==> src/rtl/riscv_pkg.sv <==
// Shared types and helpers for the RISC-V data-memory controller.
//   mem_size_e   : access size encoding of req_size (BYTE, HALF, WORD)
//   dmem_state_e : controller FSM states
//   merge_store  : inserts store data into a read word at the addressed lane
package riscv_pkg;

  typedef enum logic [1:0] {
    BYTE = 2'b00,
    HALF = 2'b01,
    WORD = 2'b10
  } mem_size_e;

  typedef enum logic [2:0] {
    IDLE = 3'd0,
    RD   = 3'd1,
    RDW  = 3'd2,
    WR   = 3'd3,
    RESP = 3'd4
  } dmem_state_e;

  // Read-modify-write merge: low byte/half of store data replaces the lane at lane[1:0]
  function automatic logic [31:0] merge_store(input logic [31:0] word,
                                              input logic [31:0] wdata,
                                              input logic [1:0]  lane,
                                              input logic [1:0]  size);
    logic [31:0] merged;
    merged = word;
    if (size == BYTE) begin
      merged[{lane, 3'b000} +: 8] = wdata[7:0];
    end else if (size == HALF) begin
      merged[{lane[1], 4'b0000} +: 16] = wdata[15:0];
    end else begin
      merged = wdata;
    end
    return merged;
  endfunction

endpackage

==> src/rtl/riscv_load_ext.sv <==
// Load lane extraction and sign/zero extension (combinational).
// Ports:
//   rdata  in  raw RAM word
//   addr   in  byte offset within the word
//   size   in  access size (mem_size_e encoding)
//   uns    in  1 = zero-extend, 0 = sign-extend
//   data_c out extended load data
module riscv_load_ext
  import riscv_pkg::*;
#(
  parameter int unsigned DATA_WIDTH = 32
) (
  input  logic [DATA_WIDTH-1:0] rdata,
  input  logic [1:0]            addr,
  input  logic [1:0]            size,
  input  logic                  uns,
  output logic [DATA_WIDTH-1:0] data_c
);

  logic [7:0]  byte_c;
  logic [15:0] half_c;

  always_comb begin
    byte_c = rdata[{addr, 3'b000} +: 8];
    half_c = rdata[{addr[1], 4'b0000} +: 16];
    data_c = rdata;
    case (size)
      BYTE: data_c = uns ? {{(DATA_WIDTH-8){1'b0}}, byte_c}
                         : {{(DATA_WIDTH-8){byte_c[7]}}, byte_c};
      HALF: data_c = uns ? {{(DATA_WIDTH-16){1'b0}}, half_c}
                         : {{(DATA_WIDTH-16){half_c[15]}}, half_c};
      default: data_c = rdata;
    endcase
  end

endmodule

==> src/rtl/riscv_dmem_ctrl.sv <==
// RISC-V data-memory controller: byte/half/word loads and stores onto a
// single-port word RAM with one-cycle read latency. Sub-word stores use a
// read-modify-write sequence when RISCV_DMEM_RMW_EN is defined; otherwise
// they are rejected with rsp_err.
// Ports:
//   clk, rst_n                         clock, async active-low reset
//   req_valid/req_ready                request handshake
//   req_we, req_addr, req_size,
//   req_unsigned, req_wdata            request payload (byte address)
//   rsp_valid, rsp_err, rsp_rdata      one-cycle response pulse, error, load data
//   ram_cs, ram_we, ram_addr,
//   ram_wr_data, ram_rd_data           RAM port (word address)
// Configuration macro: RISCV_DMEM_RMW_EN
module riscv_dmem_ctrl
  import riscv_pkg::*;
#(
  parameter int unsigned DATA_WIDTH = 32,
  parameter int unsigned ADDR_WIDTH = 10
) (
  input  logic                  clk,
  input  logic                  rst_n,
  input  logic                  req_valid,
  output logic                  req_ready,
  input  logic                  req_we,
  input  logic [ADDR_WIDTH+1:0] req_addr,
  input  logic [1:0]            req_size,
  input  logic                  req_unsigned,
  input  logic [DATA_WIDTH-1:0] req_wdata,
  output logic                  rsp_valid,
  output logic                  rsp_err,
  output logic [DATA_WIDTH-1:0] rsp_rdata,
  output logic                  ram_cs,
  output logic                  ram_we,
  output logic [ADDR_WIDTH-1:0] ram_addr,
  output logic [DATA_WIDTH-1:0] ram_wr_data,
  input  logic [DATA_WIDTH-1:0] ram_rd_data
);

  localparam int unsigned BADDR_W = ADDR_WIDTH + 2;

  dmem_state_e           state_q, state_d;
  logic                  we_q;
  logic                  uns_q;
  logic [BADDR_W-1:0]    addr_q;
  logic [1:0]            size_q;
  logic [DATA_WIDTH-1:0] wdata_q;
  logic                  accept_c;
  logic                  req_err_c;
  logic [DATA_WIDTH-1:0] load_data_c;

  assign accept_c = req_valid & req_ready;

  // Request legality: alignment, reserved size, and sub-word stores without RMW
  always_comb begin
    req_err_c = 1'b0;
    case (req_size)
      BYTE:    req_err_c = 1'b0;
      HALF:    req_err_c = req_addr[0];
      WORD:    req_err_c = |req_addr[1:0];
      default: req_err_c = 1'b1;
    endcase
`ifndef RISCV_DMEM_RMW_EN
    if (req_we && (req_size != WORD)) req_err_c = 1'b1;
`endif
  end

  // State register
  always_ff @(posedge clk or negedge rst_n) begin
    if (!rst_n) state_q <= IDLE;
    else        state_q <= state_d;
  end

  // Next-state logic
  always_comb begin
    state_d = state_q;
    case (state_q)
      IDLE: begin
        if (req_valid) begin
          if (req_err_c)                       state_d = RESP;
          else if (req_we && req_size == WORD) state_d = WR;
          else                                 state_d = RD;
        end
      end
      RD:      state_d = RDW;
      RDW:     state_d = we_q ? WR : RESP;
      WR:      state_d = RESP;
      RESP:    state_d = IDLE;
      default: state_d = IDLE;
    endcase
  end

  // Request capture; RDW either merges the store or registers the load result
  always_ff @(posedge clk or negedge rst_n) begin
    if (!rst_n) begin
      we_q      <= 1'b0;
      uns_q     <= 1'b0;
      addr_q    <= '0;
      size_q    <= '0;
      wdata_q   <= '0;
      rsp_rdata <= '0;
    end else if (accept_c) begin
      we_q    <= req_we;
      uns_q   <= req_unsigned;
      addr_q  <= req_addr;
      size_q  <= req_size;
      wdata_q <= req_wdata;
    end else if (state_q == RDW) begin
      if (we_q) wdata_q   <= DATA_WIDTH'(merge_store(32'(ram_rd_data), 32'(wdata_q),
                                                     addr_q[1:0], size_q));
      else      rsp_rdata <= load_data_c;
    end
  end

  // Registered handshake/RAM strobes decoded from the upcoming state.
  // Errors are the only path that reaches RESP straight from IDLE.
  always_ff @(posedge clk or negedge rst_n) begin
    if (!rst_n) begin
      req_ready <= 1'b1;
      rsp_valid <= 1'b0;
      rsp_err   <= 1'b0;
      ram_cs    <= 1'b0;
      ram_we    <= 1'b0;
    end else begin
      req_ready <= (state_d == IDLE);
      rsp_valid <= (state_d == RESP);
      rsp_err   <= (state_q == IDLE) && (state_d == RESP);
      ram_cs    <= (state_d == RD) || (state_d == WR);
      ram_we    <= (state_d == WR);
    end
  end

  assign ram_addr    = addr_q[BADDR_W-1:2];
  assign ram_wr_data = wdata_q;

  riscv_load_ext #(
    .DATA_WIDTH(DATA_WIDTH)
  ) u_load_ext (
    .rdata  (ram_rd_data),
    .addr   (addr_q[1:0]),
    .size   (size_q),
    .uns    (uns_q),
    .data_c (load_data_c)
  );

endmodule
==> config.mk <==
export PLATFORM = sky130hd
export DESIGN_NAME = riscv_dmem_ctrl
export DESIGN_NICKNAME = d
export VERILOG_FILES = /design/src/rtl/riscv_pkg.sv /design/src/rtl/riscv_load_ext.sv /design/src/rtl/riscv_dmem_ctrl.sv
export SDC_FILE = /design/constraint.sdc
export NUM_CORES = 1
export LEC_CHECK = 0
export CORE_MARGIN = 5
export CORE_UTILIZATION = 46
export CTS_CLUSTER_SIZE = 30
export DETAILED_ROUTE_END_ITERATION = 10
export PLACE_DENSITY_LB_ADDON = 0.08
export SYNTH_ARGS = -nofsm -noshare
export SYNTH_HDL_FRONTEND = slang
export SYNTH_SLANG_ARGS = --single-unit
==> constraint.sdc <==
create_clock -name clk -period 2.75 [get_ports clk]
set_input_delay 0.55 -clock clk [delete_from_list [all_inputs] [get_ports clk]]
set_output_delay 0.55 -clock clk [all_outputs]
set_load 0.02 [all_outputs]
==> flow_summary.rst <==
.. list-table::
   :header-rows: 1

   * - Metric
     - Value
   * - Critical Path Sink Type
     - flip-flop
   * - Final net count
     - 716
   * - Setup slack at placement
     - 0.317 ns
   * - Critical path arrival
     - ~2.5 ns
   * - Min-delay worst type
     - primary input to asynchronous set/reset pin
   * - Total power of the final layout
     - 7430 uW
   * - Pins over their slew limit
     - 0
   * - Iteration-0 DRC count of the detailed router
     - 370
   * - Antenna cells
     - 0
   * - Dominant cells by area after synthesis
     - sky130_fd_sc_hd__dfrtp_1, sky130_fd_sc_hd__nand2_1, sky130_fd_sc_hd__o21ai_0
   * - Clock root buffer master
     - sky130_fd_sc_hd__clkbuf_8
   * - Std cell rows
     - 36
   * - Final WL
     - approximately 15 mm
   * - Required time of the worst setup path
     - 2.99 ns
   * - Setup repair after global routing missed its margin
     - no
   * - Number of global-route vias before repair
     - approximately 4.5k
   * - Clock-pin slew reported for the worst setup and hold paths after clock tree synthesis
     - 0.10 ns
   * - Number of clock buffers inserted by TritonCTS
     - 9
   * - # port buffers
     - approximately 160
   * - Final setup TNS
     - 0 ns
   * - Antenna viol nets, final
     - 0
   * - Level count of the clock H-tree
     - 3
   * - First-pass iteration count of the detailed router
     - 6
   * - Mean instance size in the synthesized netlist
     - 9.70 um^2
   * - Total global routing track utilization
     - 24.2%
   * - Final HPWL DP
     - 11.5 mm
   * - Post-synth top area share
     - 46.4%
   * - Clock period minus final worst setup slack
     - 2.30 ns
   * - Starting density of the core
     - 47.6%
   * - Global-route wire length before repair
     - 24.1 mm
   * - Final estimated routing congestion in global placement
     - 0.941
   * - Largest net degree at the start of global routing
     - 52
   * - Ports
     - 162
   * - Critical path fanouts, max
     - 8
   * - Share of synthesized registers carrying an async set or reset
     - 100%
   * - Worst Setup Slack, final
     - 0.447 ns
   * - Share of final-layout standard cells stronger than drive strength 1
     - 9.48%
   * - Maximum count of clock buffers along a single path
     - 2
   * - Routed via count divided by cell count
     - 5.86
   * - Clock insertion delay at the later pin of the skew report
     - 0.36 ns
   * - Area taken by flip-flops and latches
     - around 2200 um^2
   * - Max Clock Freq
     - 434 MHz
   * - Critical Path Source Type
     - flip-flop
   * - Maximum ir drop on the vdd rail
     - 0.000565 V
   * - P per Cell Area
     - 1130 nW/um^2
   * - YS warnings
     - 0
   * - Max transition margin
     - 41.1%
   * - Number of synthesized register bits
     - 88
   * - Clock Sinks
     - a little under 90
   * - Syn Std Cell Area
     - 4700 um^2
   * - Sequential fraction of the synthesis area
     - 46.9%
   * - Stage delay of the slowest cell on the critical path
     - 0.54 ns
   * - Post-synthesis net count
     - roughly 570
   * - Number of gates given a new drive strength after cts
     - 0
   * - CTS tree
     - yes
   * - Netlist cell types
     - 52
   * - Placed cell area
     - 6380 um^2
   * - Area of the die
     - about 12000 um^2
   * - Slew at the pin with the worst max-slew slack
     - 0.884 ns
   * - Number of antenna violations at the first check in global routing
     - 0
   * - Core outline area
     - 9860 um^2
   * - Total of max-cap violations
     - 0
   * - Hold Vio Cnt, Final
     - 0
   * - Combined area of the multi-input logic cells
     - 2240 um^2
   * - Area Growth Syn to Fin
     - 40.2%
   * - Post-route design area
     - 6580 um^2
   * - Number of failing setup endpoints in the final timing report
     - 0
   * - Cell type with the largest total area after synthesis
     - sky130_fd_sc_hd__dfrtp_1
   * - Smallest hold slack
     - approximately 0.14 ns
   * - Cell breakdown of the critical path
     - inv_1, ha_1, nor2_1, nand3_1, a31oi_2, mux2_2
   * - Number of enable flip-flop cells after synthesis
     - 0
   * - Number of buffers added for setup after CTS
     - 0
   * - Final worst path period share
     - 83.7%
   * - Post-synthesis cell count
     - between 400 and 500
   * - Fill cells
     - between 800 and 900
   * - Top flip-flop cell by instance count after synthesis
     - sky130_fd_sc_hd__dfrtp_1
   * - Die Wd
     - 111 um
   * - Post-CTS Hold Buffers
     - 0
   * - Remaining design rule violation count
     - 0
   * - Startpoint-to-endpoint class of the critical path
     - flip-flop to flip-flop
   * - Standard cell with the maximum stage delay on the critical path
     - sky130_fd_sc_hd__dfrtp_1
   * - P_leak
     - between 0.002 and 0.003 uW
   * - Via Count
     - about 4.5k
   * - Worst Skew
     - 0.0144 ns
   * - Global route overflow
     - 0
   * - Height of the die
     - about 110 um
   * - Result of the run
     - finished, final reports clean
   * - Mean routed wirelength per cell
     - 19.7 um
[worst paths after layout]
check                      startpoint  slack, ns  cells past startpoint             end
min in group clk            addr_q[4]       0.49                      2       addr_q[4]
max in group asynchronous       rst_n       1.95                      2  ram_wr_data[7]
min reg2reg                 addr_q[4]       0.49                      2       addr_q[4]
min                             rst_n       0.14                      1         rsp_err
max reg2reg                 addr_q[1]       0.45                      6  ram_wr_data[7]
max                         addr_q[1]       0.45                      6  ram_wr_data[7]
[area by class of cell]
class / count / share of cell area (%)
clock buffer: 9 / 1.88
clock inverter: 7 / 1.16
inverter: 5 / 0.285
multi-input combinational: 345 / 34.0
sequential: 88 / 33.5
tap: 133 / 2.53
timing repair buffer: 179 / 26.7
[registers in the layout, indices dropped and copies added (netlist names)]
| name | flops |
|---|---|
| req_ready | 1 |
| ram_we | 1 |
| ram_cs | 1 |
| rsp_err | 1 |
| state_q | 3 |
| rsp_rdata | 32 |
| we_q | 1 |
| rsp_valid | 1 |
| uns_q | 1 |
| size_q | 2 |
| ram_wr_data | 32 |
| addr_q | 12 |
[synthesized netlist by cell type, types with 9 or more instances]
master,n
sky130_fd_sc_hd__buf_4,10
sky130_fd_sc_hd__o21ai_0,56
sky130_fd_sc_hd__dfrtp_1,87
sky130_fd_sc_hd__nand2_1,75
sky130_fd_sc_hd__buf_2,11
sky130_fd_sc_hd__a22o_1,19
sky130_fd_sc_hd__clkbuf_1,17
sky130_fd_sc_hd__a211o_1,10
sky130_fd_sc_hd__a221oi_1,29
sky130_fd_sc_hd__mux2_2,9
sky130_fd_sc_hd__mux2i_1,11
sky130_fd_sc_hd__a21oi_1,34
sky130_fd_sc_hd__nor2_1,31
[layout by cell type, fill, tap and decap left out, drive strengths merged, types with 3 or more instances in the layout]
cell and n:
nand2 75, o22a 7, clkdlybuf4s50 160, nor2 32, o31ai 4, nor2b 3, mux4 6, o21ai 58
nand3 7, nand3b 4, mux2i 11, ha 5, a22o 19, a221oi 29, a211o 10, inv 8
buf 19, mux2 9, dfrtp 87, a21oi 34, nand2b 3, clkbuf 9
[layer usage]
metal	global-route usage [%]	vias to the layer above	wire length [um]
li1	-	2063	-
met1	34.4	2138	6400
met3	6.22	19	1620
met5	0	-	0
met2	36.6	268	6830
met4	7.38	0	262
[critical path: cells and delay by family (launching register included)]
family	cells	cell delay, ns
buffers and inverters	1	0.15
AND/OR/NAND/NOR	2	0.19
AO/OA/AOI/OAI	1	0.54
multiplexers	1	0.40
flip-flops	1	0.54
adder cells (fa/ha/maj)	1	0.35
[per-stage QoR]
step | std cells | utilization, %
floorplan | 484 | -
global placement | 750 | 64.7
detailed placement | 750 | 64.7
CTS | 766 | 66.7
global route | 766 | 66.7
finish | 766 | 66.7
[cell families (layout without fill, tap and decap cells)]
kind of cell | after synthesis | after routing | share of synthesized area (%)
AO/OA/AOI/OAI | 177 | 177 | 25.8
multiplexers | 26 | 26 | 7.38
buffers and inverters | 51 | 200 | 5.49
flip-flops | 88 | 88 | 46.9
adder cells (fa/ha/maj) | 5 | 5 | 1.33
AND/OR/NAND/NOR | 137 | 137 | 13.0
[report_power, final]
part	switching, uW	internal [uW]
Sequential	474	1900
Combinational	2210	1920
Clock	499	428
Total	3180	4250
(Power assumes the default switching activity.)
